<file path="src/rtl/carwash_timer.sv">
// Car wash spray/rinse timers: two independent prescaled countdown channels,
// each with an IDLE/RUN/EXPIRED FSM, level clear and sticky done flag.
module carwash_timer #(
   parameter int TICK_DIV = 1000,
   parameter int T1_TICKS = 30,
   parameter int T2_TICKS = 10
) (
   input  logic        clk,
   input  logic        clr_n,
   input  logic        CLRT1,
   input  logic        CLRT2,
   output logic        T1DONE,
   output logic        T2DONE,
   output logic [15:0] T1REM,
   output logic [15:0] T2REM
);

   if ((TICK_DIV < 1) || (TICK_DIV > 65535) ||
       (T1_TICKS < 1) || (T1_TICKS > 65535) ||
       (T2_TICKS < 1) || (T2_TICKS > 65535)) begin : g_param_err
      $error("carwash_timer: TICK_DIV/T1_TICKS/T2_TICKS must be in 1..65535");
   end

   typedef enum logic [1:0] {
      ST_IDLE    = 2'd0,
      ST_RUN     = 2'd1,
      ST_EXPIRED = 2'd2
   } state_t;

   localparam logic [15:0] DIV_LAST = 16'(TICK_DIV - 1);

   for (genvar g = 0; g < 2; g++) begin : g_ch
      localparam logic [15:0] TICKS = (g == 0) ? 16'(T1_TICKS) : 16'(T2_TICKS);

      logic        w_clr;
      state_t      r_state;
      logic [15:0] r_presc;
      logic [15:0] r_rem;
      logic        r_done;

      assign w_clr = (g == 0) ? CLRT1 : CLRT2;

      // Channel FSM; the IDLE->RUN edge leaves the prescaler at 0 so the
      // terminal tick lands exactly TICKS*TICK_DIV edges after it.
      always_ff @(posedge clk or negedge clr_n) begin
         if (!clr_n) begin
            r_state <= ST_IDLE;
            r_presc <= 16'd0;
            r_rem   <= TICKS;
            r_done  <= 1'b0;
         end else if (w_clr) begin
            r_state <= ST_IDLE;
            r_presc <= 16'd0;
            r_rem   <= TICKS;
            r_done  <= 1'b0;
         end else begin
            case (r_state)
               ST_IDLE: begin
                  r_state <= ST_RUN;
                  r_presc <= 16'd0;
               end
               ST_RUN: begin
                  if (r_presc == DIV_LAST) begin
                     r_presc <= 16'd0;
                     if (r_rem <= 16'd1) begin
                        r_rem   <= 16'd0;
                        r_done  <= 1'b1;
                        r_state <= ST_EXPIRED;
                     end else begin
                        r_rem <= r_rem - 16'd1;
                     end
                  end else begin
                     r_presc <= r_presc + 16'd1;
                  end
               end
               ST_EXPIRED: begin
                  r_presc <= 16'd0;
                  r_rem   <= 16'd0;
                  r_done  <= 1'b1;
               end
               default: begin
                  r_state <= ST_IDLE;
                  r_presc <= 16'd0;
                  r_rem   <= TICKS;
                  r_done  <= 1'b0;
               end
            endcase
         end
      end
   end

   assign T1DONE = g_ch[0].r_done;
   assign T1REM  = g_ch[0].r_rem;
   assign T2DONE = g_ch[1].r_done;
   assign T2REM  = g_ch[1].r_rem;

endmodule
</file>
<file path="config.mk">
export PLATFORM = sky130hd
export DESIGN_NAME = carwash_timer
export DESIGN_NICKNAME = d
export VERILOG_FILES = /design/src/rtl/carwash_timer.sv
export SDC_FILE = /design/constraint.sdc
export NUM_CORES = 1
export LEC_CHECK = 0
export ABC_AREA = 0
export CAP_MARGIN = 20
export CELL_PAD_IN_SITES_DETAIL_PLACEMENT = 0
export CELL_PAD_IN_SITES_GLOBAL_PLACEMENT = 1
export CORE_MARGIN = 2
export CORE_UTILIZATION = 40
export DETAILED_ROUTE_END_ITERATION = 8
export PLACE_DENSITY_LB_ADDON = 0.1
export RECOVER_POWER = 25
export SYNTH_ARGS = -nofsm -noshare
export SYNTH_HDL_FRONTEND = slang
export SYNTH_SLANG_ARGS = --single-unit
</file>
<file path="constraint.sdc">
create_clock -name clk -period 2.8 [get_ports clk]
set_input_delay 0.56 -clock clk [delete_from_list [all_inputs] [get_ports clk]]
set_output_delay 0.56 -clock clk [all_outputs]
set_load 0.01 [all_outputs]
</file>
==> impl_metrics.prom <==
# TYPE chip_impl_metric gauge
chip_impl_metric{name="min_period",unit="ns"} 2.446
chip_impl_metric{name="critical_path.n_buffers_inverters",unit=""} 1
chip_impl_metric{name="p_leak",unit="nW"} 1.934
chip_impl_metric{name="synthesis.nets",unit=""} 433
chip_impl_metric{name="ctsResizeCount",unit=""} 0
chip_impl_metric{name="final_cell_area",unit="um2"} 4750
chip_impl_metric{name="antenna-diode-count",unit=""} 0
chip_impl_metric{name="io_pins",unit=""} 38
chip_impl_info{name="hold_path.class",value="reg2reg"} 1
chip_impl_metric{name="drt_first_iter_violations",unit=""} 93
chip_impl_info{name="ys_top_cells_by_area",value="sky130_fd_sc_hd__dfrtp_1, sky130_fd_sc_hd__nor2_1, sky130_fd_sc_hd__ha_1, sky130_fd_sc_hd__xor2_1, sky130_fd_sc_hd__dfstp_2"} 1
chip_impl_metric{name="clock_tree.htree_level_count",unit=""} 3
chip_impl_metric{name="report.final.slew_viol_count",unit=""} 71
chip_impl_metric{name="post_cts_hold_buffer_count",unit=""} 0
chip_impl_metric{name="tritoncts_num_sinks",unit=""} 70
chip_impl_metric{name="nNetsFinal",unit=""} 478
chip_impl_metric{name="dr.pass1.iters",unit=""} 4
chip_impl_info{name="synth_top_cell_by_area",value="sky130_fd_sc_hd__dfrtp_1"} 1
chip_impl_metric{name="dr_total_vias",unit=""} 3222
chip_impl_metric{name="final_util",unit="%"} 49.04
chip_impl_info{name="mostFrequentLayoutCell",value="sky130_fd_sc_hd__dfrtp_1"} 1
chip_impl_metric{name="synthCells",unit=""} 415
chip_impl_metric{name="flow.area_growth_from_synthesis",unit="%"} 20.66
chip_impl_metric{name="routed_via_density",unit=""} 5.388
chip_impl_metric{name="post_synth_xor_area_fraction",unit="%"} 8.010
chip_impl_info{name="synthFlopType",value="sky130_fd_sc_hd__dfrtp_1"} 1
chip_impl_info{name="outcome",value="finished, violations left"} 1
chip_impl_metric{name="initial_core_util",unit="%"} 40.65
chip_impl_metric{name="clkTransAtPathRegs",unit="ns"} 0.09
chip_impl_info{name="violations",value="capacitance limit, slew limit"} 1
chip_impl_metric{name="total_die_area",unit="um2"} 10650
chip_impl_metric{name="fin_setup_tns",unit="ns"} 0
chip_impl_metric{name="synth.lib_cells_used.distinct",unit=""} 60
chip_impl_metric{name="cap_violations",unit=""} 1
chip_impl_metric{name="proportion_of_layout_cells_with_a_drive_suffix_above_1",unit="%"} 10.54
chip_impl_info{name="crit_path_cell_chain",value="or4_1, nor4_4, a21oi_2, o31ai_2, buf_4, o21ba_1"} 1
chip_impl_metric{name="dpl_cell_area",unit="um2"} 4494
chip_impl_metric{name="ant_nets",unit=""} 0
chip_impl_metric{name="drcViolationCount",unit=""} 0
chip_impl_metric{name="number_of_enable_flip_flop_cells_after_synthesis",unit=""} 0
chip_impl_metric{name="crit_required",unit="ns"} 3.04
chip_impl_metric{name="finalWirelength",unit="mm"} 8.855
chip_impl_info{name="setup_crit_end_kind",value="register"} 1
chip_impl_metric{name="period_share",unit="%"} 87.36
chip_impl_metric{name="core-area",unit="um2"} 9684
chip_impl_info{name="setup.worst_path.start_class",value="register"} 1
chip_impl_metric{name="globalRoute.totalOverflow",unit=""} 0
chip_impl_metric{name="fmax",unit="MHz"} 408.8
chip_impl_metric{name="power_density",unit="nW/um2"} 752.6
chip_impl_metric{name="initial_antenna_violation_count",unit=""} 0
chip_impl_info{name="grt_setup_unrepaired",value="no"} 1
chip_impl_metric{name="chipWidth",unit="um"} 103.2
chip_impl_metric{name="portion_of_synthesized_cell_area_occupied_by_the_leading_cell_type",unit="%"} 40.69
chip_impl_metric{name="critical_path.max_stage_delay",unit="ns"} 0.71
chip_impl_metric{name="actual_transition_at_the_worst_max_transition_pin",unit="ns"} 1.758
chip_impl_metric{name="synth.mux.area_fraction",unit="%"} 0.7947
chip_impl_metric{name="place.port_buffers",unit=""} 37
chip_impl_metric{name="final_hold_vio_count",unit=""} 0
chip_impl_metric{name="worstPathArrival",unit="ns"} 2.69
chip_impl_info{name="layout.cells.most_common_list",value="sky130_fd_sc_hd__dfrtp_1, sky130_fd_sc_hd__nor2_1, sky130_fd_sc_hd__clkdlybuf4s50_1"} 1
chip_impl_metric{name="clock_insertion_delay_worst_skew",unit="ns"} 0.35
chip_impl_metric{name="critical_path_peak_fanout",unit=""} 12
chip_impl_info{name="ctsRootBufferMaster",value="sky130_fd_sc_hd__clkbuf_8"} 1
chip_impl_metric{name="skew",unit="ns"} 0.01092
chip_impl_metric{name="wl_per_cell",unit="um"} 14.81
chip_impl_metric{name="synthesis.area_per_instance",unit="um2"} 9.485
chip_impl_metric{name="share_of_the_synthesized_area_in_compound_gates_ao_oa_aoi_oai",unit="%"} 14.53
chip_impl_info{name="critical_path.top_delay_family",value="simple AND/OR/NAND/NOR gates"} 1
chip_impl_info{name="synth_top_family_by_area",value="simple AND/OR/NAND/NOR gates"} 1
chip_impl_metric{name="post_cts_buffers",unit=""} 0
chip_impl_metric{name="cts-root-to-sink-buffers",unit=""} 2
chip_impl_metric{name="number_of_buffers_created_by_cts",unit=""} 9
chip_impl_metric{name="dpl.hpwl",unit="mm"} 6.012
chip_impl_metric{name="floorplan.die.height",unit="um"} 103.2
chip_impl_metric{name="largest_net_degree_at_the_start_of_global_routing",unit=""} 71
chip_impl_metric{name="synth.cell_area",unit="um2"} 3936
chip_impl_metric{name="synth_async_sr_flop_share",unit="%"} 100.0
chip_impl_info{name="kind_of_critical_path",value="reg2reg"} 1
chip_impl_metric{name="global_route.usage.total",unit="%"} 17.94
chip_impl_metric{name="grt_pass1_wl",unit="mm"} 15.04
chip_impl_metric{name="number_of_global_route_vias_before_repair",unit=""} 3116
chip_impl_metric{name="ys.warnings.count",unit=""} 0
chip_impl_metric{name="ff_latch_count_synth",unit=""} 70
chip_impl_metric{name="peakVddDrop",unit="mV"} 0.3284
chip_impl_metric{name="core.rowCount",unit=""} 36
chip_impl_info{name="cpMaxStageDelayCell",value="sky130_fd_sc_hd__or4_1"} 1
chip_impl_metric{name="synth-seq-area-share",unit="%"} 44.69
chip_impl_metric{name="synth_adder_area_share",unit="%"} 4.450
chip_impl_metric{name="post_synth_and_or_nand_nor_area_fraction",unit="%"} 24.63
chip_impl_metric{name="timing.final.setup_violations",unit=""} 0
chip_impl_info{name="cts_tree",value="done"} 1
chip_impl_metric{name="gp_congestion",unit=""} 0.7832
chip_impl_metric{name="max-slew-margin-rel",unit="%"} -17.19
## kinds of logic (layout without fill, tap and decap cells)
kind of cell / after synthesis / count (layout)
compound gates: 79 / 79
xor+xnor: 36 / 36
flops: 70 / 70
simple gates: 186 / 186
fa+ha+maj: 14 / 14
buf+inv: 27 / 77
mux: 3 / 3
## state kept, by name (all words and copies together) (netlist names)
register,count
T1DONE,1
T1REM,16
T2DONE,1
T2REM,16
g_ch.r_presc,32
g_ch.r_state,4
## report_power, final
part | total, mW | switching (mW) | internal, mW
combinational | 1.21 | 0.696 | 0.510
clock | 1.11 | 0.424 | 0.687
sequential | 1.26 | 0.119 | 1.14
total | 3.57 | 1.24 | 2.34
## cells in the mapped netlist, types with 8 or more instances
cell and number:
sky130_fd_sc_hd__a21oi_1 11, sky130_fd_sc_hd__dfrtp_1 64, sky130_fd_sc_hd__ha_1 14, sky130_fd_sc_hd__inv_1 14, sky130_fd_sc_hd__nand2_1 23, sky130_fd_sc_hd__nand3_1 17, sky130_fd_sc_hd__nand4_1 8, sky130_fd_sc_hd__nor2_1 62
sky130_fd_sc_hd__nor3_1 23, sky130_fd_sc_hd__nor4_1 9, sky130_fd_sc_hd__o211ai_1 10, sky130_fd_sc_hd__o21ai_0 15, sky130_fd_sc_hd__xnor2_1 17, sky130_fd_sc_hd__xor2_1 19
## final cells by class
class	count	area (um2)
Clock buffer	9	123.9
Clock inverter	7	146.4
Fill cell	927	4935
Inverter	14	52.55
Multi-Input combinational cell	318	2063
Sequential cell	70	1759
Tap cell	133	166.4
Timing Repair Buffer	47	437.9
## final timing paths
path	start	slack, ns	depth (start not counted)	endpoint
max in group asynchronous	clr_n	0.99	2	g_ch[0].r_state[0]$_DFFE_PN0P_
setup reg to reg	T2REM[5]$_DFFE_PN0P_	0.35	6	T2REM[6]$_DFFE_PN0P_
setup / recovery	T2REM[5]$_DFFE_PN0P_	0.35	6	T2REM[6]$_DFFE_PN0P_
hold / removal	g_ch[1].r_presc[0]$_DFF_PN0_	0.46	1	g_ch[1].r_presc[0]$_DFF_PN0_
min in group asynchronous	clr_n	0.75	2	g_ch[1].r_presc[7]$_DFF_PN0_
hold reg to reg	g_ch[1].r_presc[0]$_DFF_PN0_	0.46	1	g_ch[1].r_presc[0]$_DFF_PN0_
## metal layers
metal	share of wire, %	vias to the layer above	track usage, %
met1	48	1587	23.93
li1	-	1584	-
met2	48	44	29.32
met3	2.2	7	2.755
met5	0	-	0
met4	1.2	0	7.287
## stage by stage
step,cells,hold slack (ns),worst slack [ns],total power [mW]
floorplan,415,0.2644,0.6826,2.071
global placement,582,0.4525,0.5041,2.481
detailed placement,582,0.4543,0.3939,2.489
CTS,598,0.2188,0.3701,3.624
global route,598,0.5101,0.2362,3.815
finish,598,0.4617,0.3540,3.575
## worst register-to-register path, cell delays in order, from the launching register on
cell and delay (ns):
sky130_fd_sc_hd__dfrtp_1 0.42, sky130_fd_sc_hd__or4_1 0.71, sky130_fd_sc_hd__nor4_4 0.47, sky130_fd_sc_hd__a21oi_2 0.13, sky130_fd_sc_hd__o31ai_2 0.21, sky130_fd_sc_hd__buf_4 0.23, sky130_fd_sc_hd__o21ba_1 0.17
No activity file was read; power rests on OpenSTA's default activity.
